==> config.mk <==
export PLATFORM = sky130hd
export DESIGN_NAME = usb_pkt_fifo
export DESIGN_NICKNAME = d
export VERILOG_FILES = /design/src/rtl/usb_fifo_pkg.sv /design/src/rtl/usb_fifo_mem.sv /design/src/rtl/usb_pkt_fifo.sv
export SDC_FILE = /design/constraint.sdc
export NUM_CORES = 2
export LEC_CHECK = 0
export BUFFER_PORTS_ARGS = -buffer_cell sky130_fd_sc_hd__buf_4
export CORE_MARGIN = 3
export CORE_UTILIZATION = 45
export CTS_BUF_LIST = sky130_fd_sc_hd__clkbuf_4 sky130_fd_sc_hd__clkbuf_8
export DETAILED_ROUTE_END_ITERATION = 8
export PLACE_DENSITY = 0.56
export SETUP_SLACK_MARGIN = 0.05
export SYNTH_ARGS = -nofsm -noshare
export SYNTH_HDL_FRONTEND = slang
export SYNTH_HIERARCHICAL = 1
export SYNTH_SLANG_ARGS = --single-unit
==> constraint.sdc <==
create_clock -name clk -period 5.6 [get_ports clk]
set_clock_uncertainty 0.15 [all_clocks]
set_input_delay 0.84 -clock clk [delete_from_list [all_inputs] [get_ports clk]]
set_output_delay 0.84 -clock clk [all_outputs]
set_load 0.02 [all_outputs]
==> src/rtl/usb_fifo_pkg.sv <==
// Shared constants and elaboration helpers for the USB endpoint FIFOs.
package usb_fifo_pkg;

  localparam int USB_EP_FIFO_DEPTH = 256;
  localparam int USB_EP_FIFO_WIDTH = 8;

  function automatic int addr_w(input int depth);
    return $clog2(depth);
  endfunction

  function automatic bit is_pow2(input int value);
    return (value > 0) && ((value & (value - 1)) == 0);
  endfunction

endpackage

==> src/rtl/usb_fifo_mem.sv <==
// Simple dual-port RAM: one synchronous write port, asynchronous read, no reset.
module usb_fifo_mem #(
  parameter int WIDTH  = 8,
  parameter int DEPTH  = 256,
  parameter int ADDR_W = $clog2(DEPTH)
) (
  input  logic              i_clk,
  input  logic              i_we,
  input  logic [ADDR_W-1:0] i_waddr,
  input  logic [WIDTH-1:0]  i_wdata,
  input  logic [ADDR_W-1:0] i_raddr,
  output logic [WIDTH-1:0]  o_rdata
);

  logic [WIDTH-1:0] r_mem [DEPTH];

  always_ff @(posedge i_clk) begin
    if (i_we) begin
      r_mem[i_waddr] <= i_wdata;
    end
  end

  assign o_rdata = r_mem[i_raddr];

endmodule

==> src/rtl/usb_pkt_fifo.sv <==
// Packet FIFO with commit/rollback: writes stay tentative until committed,
// and the read side only ever sees committed words.
module usb_pkt_fifo
  import usb_fifo_pkg::*;
#(
  parameter int WIDTH    = USB_EP_FIFO_WIDTH,
  parameter int DEPTH    = USB_EP_FIFO_DEPTH,
  parameter int AF_LEVEL = DEPTH - 8,
  parameter int AE_LEVEL = 8
) (
  input  logic                   clk,
  input  logic                   rst,
  input  logic [WIDTH-1:0]       data_in,
  input  logic                   w_en,
  input  logic                   w_commit,
  input  logic                   w_drop,
  output logic                   full,
  output logic                   overflow,
  input  logic                   r_en,
  output logic [WIDTH-1:0]       data_out,
  output logic                   empty,
  output logic                   underflow,
  output logic [$clog2(DEPTH):0] count,
  output logic                   almost_full,
  output logic                   almost_empty
);

  localparam int ADDR_W = addr_w(DEPTH);
  localparam int PW     = ADDR_W + 1;

  localparam logic [PW-1:0] DEPTH_P    = PW'(DEPTH);
  localparam logic [PW-1:0] AF_LEVEL_P = PW'(AF_LEVEL);
  localparam logic [PW-1:0] AE_LEVEL_P = PW'(AE_LEVEL);

  generate
    if (!is_pow2(DEPTH) || DEPTH < 4) begin : g_bad_depth
      $error("usb_pkt_fifo: DEPTH must be a power of two and at least 4");
    end
  endgenerate

  logic [PW-1:0] r_wPtr;
  logic [PW-1:0] r_cPtr;
  logic [PW-1:0] r_rPtr;
  logic          r_pktErr;
  logic          r_overflow;
  logic          r_underflow;

  logic [PW-1:0] w_used;
  logic [PW-1:0] w_count;
  logic          w_wrAccept;
  logic          w_rdAccept;
  logic          w_rollback;
  logic [PW-1:0] w_wPtrNext;

  // The wrap bit makes used == DEPTH distinguishable from used == 0.
  assign w_used     = r_wPtr - r_rPtr;
  assign w_count    = r_cPtr - r_rPtr;
  assign full       = (w_used == DEPTH_P);
  assign empty      = (w_count == '0);
  assign w_wrAccept = w_en && !full;
  assign w_rdAccept = r_en && !empty;
  assign w_rollback = w_drop || (w_commit && r_pktErr);
  assign w_wPtrNext = w_wrAccept ? (r_wPtr + PW'(1)) : r_wPtr;

  assign count        = w_count;
  assign almost_full  = (w_used >= AF_LEVEL_P);
  assign almost_empty = (w_count <= AE_LEVEL_P);
  assign overflow     = r_overflow;
  assign underflow    = r_underflow;

  // A packet that lost a word to overflow is unusable, so its commit rolls back.
  always_ff @(posedge clk or negedge rst) begin
    if (!rst) begin
      r_wPtr      <= '0;
      r_cPtr      <= '0;
      r_rPtr      <= '0;
      r_pktErr    <= 1'b0;
      r_overflow  <= 1'b0;
      r_underflow <= 1'b0;
    end else begin
      if (w_rollback) begin
        r_wPtr   <= r_cPtr;
        r_pktErr <= 1'b0;
      end else if (w_commit) begin
        r_wPtr   <= w_wPtrNext;
        r_cPtr   <= w_wPtrNext;
        r_pktErr <= 1'b0;
      end else begin
        r_wPtr <= w_wPtrNext;
        if (w_en && full) begin
          r_pktErr <= 1'b1;
        end
      end

      if (w_rdAccept) begin
        r_rPtr <= r_rPtr + PW'(1);
      end

      r_overflow  <= w_en && full;
      r_underflow <= r_en && empty;
    end
  end

  usb_fifo_mem #(
    .WIDTH  (WIDTH),
    .DEPTH  (DEPTH),
    .ADDR_W (ADDR_W)
  ) u_mem (
    .i_clk   (clk),
    .i_we    (w_wrAccept),
    .i_waddr (r_wPtr[ADDR_W-1:0]),
    .i_wdata (data_in),
    .i_raddr (r_rPtr[ADDR_W-1:0]),
    .o_rdata (data_out)
  );

endmodule

=== Yosys cells after proc, flatten, opt, wreduce, memory -nomap -nowiden ===
Memories as Yosys holds them, arrays and structs flattened.
Cells that the tools add are included.

* Flip-flop bits (word level): 30
* Bits in writable memories: 2,048
* Output and inout port bits: 23
* Memories: 1

* Add/subtract/negate cells: 4
* Order comparisons: 2
* Eq/ne operators: 1
* Multiplexer cells: 7
* Bitwise logic cells: 1
* Reductions and logical operators: 11

{| class="wikitable"
|+ Memory list
! name !! depth !! bits a word !! read ports !! clocked after memory_dff !! write ports !! line !! source
|-
| u_mem.r_mem || 256 || 8 || 1 || 0 || 1 || usb_fifo_mem.sv:15 || <nowiki>logic [WIDTH-1:0] r_mem [DEPTH];</nowiki>
|}

{| class="wikitable"
|+ Operators with widths
! cell !! count
|-
| adder 9 x 1 -> 9 bit (second input constant) || 2
|-
| two-way mux 9 bit || 2
|-
| subtractor 9 bit || 2
|-
| equality test 9 bit (second input constant) || 1
|-
| >= comparator 9 x 8 -> 1 bit (second input constant) || 1
|-
| less-or-equal comparator 9 x 4 -> 1 bit (second input constant) || 1
|-
| logical NOT 9 bit || 1
|-
| logical AND 1 bit || 5
|-
| two-way mux 1 bit || 5
|-
| nonzero test 3 bit || 1
|-
| logical NOT 1 bit || 2
|-
| AND reduction 2 bit || 1
|-
| logical OR 1 bit || 1
|-
| inverter 1 bit || 1
|}

=== Logic depth before layout (Yosys ltp) ===
* Word-level depth: 6
* Depth in mapped cells: 14

=== Hierarchy ===
Netlist, hierarchy kept.

{| class="wikitable"
|+ By module, submodules not included
! module !! times used !! cells each !! area an instance (um^2) !! seq. area each (um^2)
|-
| usb_fifo_mem || 1 || 3,725 || 79,396.1 || 61,499.0
|-
| usb_pkt_fifo || 1 || 253 || 2,348.5 || 750.7
|}

=== Worst setup path before layout ===
No wires, ideal clock.

* Path type: flip-flop to flip-flop
* Start: register r_rPtr[2]
* End: memory u_mem.r_mem[234][0] (enable)
* Library setup time: 0.370 ns
* Arrival time: 3.443 ns
* Setup slack: 1.637 ns
* Stages on the path, launching flop included: 15
* Path buffers: 3
* Period minus slack after synthesis: 3.963 ns
* Cells stage by stage: dfrtp_1 -> inv_1 -> ha_1 -> a21oi_1 -> a21bo_2 -> a21boi_0 -> mux2_4 -> nand3_4 -> inv_4 -> nor2_1 -> clkbuf_1 -> buf_1 -> nand3_1 -> clkbuf_1 -> nor2_1

* Word-level cells in the longest chain between the ends: 6

{| class="wikitable"
|+ Ends and longest elaborated chain
! element !! line !! source
|-
| start: declaration || usb_pkt_fifo.sv:43 || <nowiki>logic [PW-1:0] r_rPtr;</nowiki>
|-
| start signal: assignment || usb_pkt_fifo.sv:96 || <nowiki>r_rPtr <= r_rPtr + PW'(1);</nowiki>
|-
| subtractor 9 bit || usb_pkt_fifo.sv:56 || <nowiki>assign w_used = r_wPtr - r_rPtr;</nowiki>
|-
| equality test 9 bit || usb_pkt_fifo.sv:58 || <nowiki>assign full = (w_used == DEPTH_P);</nowiki>
|-
| via full || usb_pkt_fifo.sv:17 || <nowiki>output logic full,</nowiki>
|-
| logical NOT 1 bit || usb_pkt_fifo.sv:60 || <nowiki>assign w_wrAccept = w_en && !full;</nowiki>
|-
| logical AND 1 bit || usb_pkt_fifo.sv:60 ||
|-
| via w_wrAccept || usb_pkt_fifo.sv:50 || <nowiki>logic w_wrAccept;</nowiki>
|-
| two-way mux 1 bit || usb_fifo_mem.sv:18 || <nowiki>if (i_we) begin</nowiki>
|-
| two-way mux 1 bit (implied by the code) || usb_fifo_mem.sv:19 || <nowiki>r_mem[i_waddr] <= i_wdata;</nowiki>
|-
| end: declaration || usb_fifo_mem.sv:15 ||
|}

The timed path passes the listed nets, and every way through them passes these cells.

=== Worst setup path in the final report ===
* Start: register r_rPtr[2]
* End: output port data_out[7]

* Word-level cells in the longest chain between the ends: 1

{| class="wikitable"
|+ Ends and longest elaborated chain
! element !! line !! source
|-
| memory read (256 x 8 bit) || - ||
|-
| end: declaration || usb_pkt_fifo.sv:20 || <nowiki>output logic [WIDTH-1:0] data_out,</nowiki>
|}

No other way between the ends.

==> results.json <==
{
  "max_slew_margin_pct": 18.1,
  "routabilityCongestion": 0.832,
  "async_flop_share_pct": 1.44,
  "synth_area_sq_um": 81700,
  "cts_tree": "done",
  "routedWlPerCell_microns": 29.9,
  "worst_ir_drop_vdd_v": 0.000272,
  "synth-xor-area-share_pct": 0.300,
  "slew_violations": 0,
  "grt_pass1_vias": 42862,
  "ant_nets": 0,
  "switching_power_mw": 14.6,
  "cpPeakStageDelay_ps": 590,
  "required_ps": 4610,
  "pwr-share-clk_pct": 28.7,
  "leakagePower_nw": 30.6,
  "clk_latency_ps": 1020,
  "met3_length_microns": 13500,
  "grt_util_all_layers_pct": 23.1,
  "wl_met1_microns": 90600,
  "path_common_cell": "buf_4",
  "numCtsBuffers": 356,
  "critPathLaunchType": "flop",
  "path_clk_slew_ps": 60,
  "layout-area-overhead-vs-synth_pct": 15.7,
  "grt_pass1_wl_microns": 311000,
  "fmax_ghz": 0.184,
  "path_class": "reg -> out",
  "crit_buf_inv": 4,
  "fin_crit_sh_pct": 97.2,
  "postLayoutCoreUtil_pct": 52.7,
  "clockBufferDepth": 4,
  "globalRoute.totalOverflow": 0,
  "h-tree-depth": 5,
  "drt_pass1_iterations": 6,
  "via_count": 42183,
  "place_inst": 6568,
  "nets": 4630,
  "synth-edff-count": 2048,
  "viasPerCell": 5.85,
  "antenna_found_initial": 8,
  "fillers": 14231,
  "p_per_area_nw_per_um2": 475,
  "setup_viol_count_final": 0,
  "clock_tree.root_cell": "clkbuf_8",
  "crit_chain": "buf_4 -> buf_4 -> mux4_2 -> nor2b_1 -> a211oi_2 -> nor2_1 -> nor4_4 -> nor4_4 -> buf_4 -> buf_4",
  "place_hpwl_microns": 130000,
  "cap_violations": 0,
  "outcome": "complete, no violations",
  "ys_warn_count": 6,
  "cp_top_family": "buffers and inverters",
  "finalHoldViolCount": 0,
  "synthSimpleGateAreaFrac_pct": 3.18,
  "rrSetupSlack_ps": 940,
  "layout_setup_ws_ps": 156,
  "synth-seq-area-share_pct": 76.2,
  "grt_setup_unrepaired": "false",
  "period_needed_ps": 5440,
  "syn_nets": 4011,
  "initial_utilization_pct": 45.5,
  "wl_met2_microns": 106000,
  "worstPathArrival_ps": 4450,
  "place_area_sq_um": 87300,
  "synth.avg_cell_area_sq_um": 20.5,
  "finalInstanceArea_sq_um": 94600,
  "synthMuxAreaShare_pct": 14.3,
  "post-place-ws_ps": -166,
  "ios": 37,
  "top_layer": "met5",
  "die-area_sq_um": 187000,
  "p_sw_share_pct": 32.6,
  "synth_top_area_share_pct": 75.2,
  "final_layout_size_suffix_gt1_share_pct": 32.2,
  "wl_microns": 216000,
  "p_seq_share_pct": 39.0,
  "synthDistinctLibCells": 81,
  "die_h_microns": 432,
  "core_sq_um": 180000,
  "whs_ps": 129,
  "num_rows": 155,
  "grt_start_max_net_pins": 151,
  "chipWidth_microns": 432,
  "worstMarginPinSlew_ps": 1230,
  "hp-class": "in -> reg",
  "yosys.area.top_type": "edfxtp_1",
  "drt_iter0_drc": 4061,
  "synth_area_leaders": "edfxtp_1 (75%), mux4_2 (13%), mux2i_1 (1.7%), nor2_1 (1.4%), a22oi_1 (1.2%)",
  "syn-instance-count": 3978,
  "synth_compound_area_share_pct": 3.88,
  "yosys_register_bits": 2078,
  "cts_num_sinks": 2078,
  "port_buffers": 36,
  "fin_cells": 7215,
  "worstPathMaxFanout": 21,
  "synth_top_family_by_area": "multiplexers",
  "synth_fa_ha_area_share_pct": 0.300,
  "comb_power_share_pct": 32.4,
  "drcViolationCount": 0,
  "end_kind": "output port",
  "synth_top_flop_cell": "edfxtp_1",
  "cp_slowest_cell": "dfrtp_4",
  "internal_power_mw": 30.3
}
-- power groups by stage --
stage,combinational [mW],sequential (mW),clock (mW)
floorplan,8.82,17.7,0
global placement,13.8,18.0,0
detailed placement,13.8,18.0,0
CTS,14.7,17.5,13.2
global route,15.3,17.5,13.9
finish,14.5,17.5,12.9
-- per-layer routing --
metal,global-route usage (%),vias up
met5,0,-
met4,6.77,2
met3,4.12,344
met2,37.5,1510
met1,32.3,22446
li1,-,17881
-- flip-flops by register name, summed over array words and instances (netlist names) --
| signal | cells |
|---|---|
| overflow | 1 |
| r_cPtr | 9 |
| r_pktErr | 1 |
| r_rPtr | 9 |
| r_wPtr | 9 |
| u_mem/r_mem | 2048 |
| underflow | 1 |
-- cells in the final DEF (no fill, tap or decap), types with 16 or more instances in the layout --
cell      count
a21oi_1     107
a22oi_1     129
buf_12       29
buf_4       440
clkbuf_4    106
clkbuf_8    367
clkinv_1     92
clkinv_2     37
dfrtp_1      24
edfxtp_1   2048
ha_1         18
inv_1        16
mux2i_1     135
mux4_2      454
nand2_1      53
nand3_1      36
nand4_1      18
nor2_1      292
nor2b_1      31
nor3_1       16
o21ai_0      28
o221ai_1     46
o22ai_1      28
xnor2_1      17
-- cell type report --
type	count	area, sq um	area share (%)
Multi-Input combinational cell	1646	18400	19.4
Clock buffer	473	5850	6.18
Tap cell	2355	2950	3.11
Antenna cell	6	15.0	0.0159
Clock inverter	142	741	0.783
Timing Repair Buffer	497	4350	4.60
Inverter	18	75.1	0.0794
Sequential cell	2078	62300	65.8
-- path summary, 6_finish.rpt --
check / from / endpoint / cells after the start
max: r_rPtr[2] / data_out[7] / 10
min: w_commit / r_wPtr[1] / 3
max reg2reg: r_rPtr[3] / u_mem/r_mem[117][7] / 14
min reg2reg: r_cPtr[6] / r_cPtr[6] / 2
max in group asynchronous: rst / r_rPtr[1] / 2
min in group asynchronous: rst / r_cPtr[6] / 2
-- through the flow --
step           setup TNS (ps)  total power, mW
2_1_floorplan               0             26.5
3_3_place_gp            -97.2             31.7
3_5_place_dp             -166             31.7
4_1_cts                     0             45.5
5_1_grt                     0             46.8
6_report                    0             45.0
-- Yosys cell counts (9+ instances only) --
master,instances
buf_1,22
edfxtp_1,2048
o21ai_0,28
buf_2,31
a221oi_1,14
a31oi_1,9
a21oi_1,107
buf_4,27
inv_1,16
nor3_1,26
mux4_2,454
nand4_1,18
o22ai_1,28
nand3_1,42
xnor2_1,17
nor2b_1,35
ha_1,18
nand2_1,54
a211oi_1,18
nor4_1,24
o211ai_1,12
xor2_1,11
dfrtp_1,30
buf_6,23
nor2_1,295
mux2i_1,135
buf_8,13
a22oi_1,133
and2_1,10
o221ai_1,46
nand2b_1,11
clkbuf_1,114
-- cell families (layout without fill, tap and decap cells) --
kind of cell             Yosys count  after routing
adder cells (fa/ha/maj)           19             19
AO/OA/AOI/OAI                    450            450
buffers and inverters            256           1130
XOR/XNOR                          28             28
other                              0              6
multiplexers                     595            595
flip-flops                      2078           2078
AND/OR/NAND/NOR                  552            554
-- worst min-delay path, cell delays in order --
cell and delay, ps:
buf_4 100, a21oi_1 170, a21oi_1 140
-- repair_timing --
| action | CTS | global route |
|---|---|---|
| hold buffers | 5 | 0 |
| endpoints found under the setup margin | 8 | 3 |
| resized for setup | 70 | 4 |
| hold endpoints to repair | 38 | 0 |
| buffers inserted | 16 | 0 |
| cloned | 5 | 0 |
| pin swaps | 6 | 0 |
No activity file was read; power rests on OpenSTA's default activity.
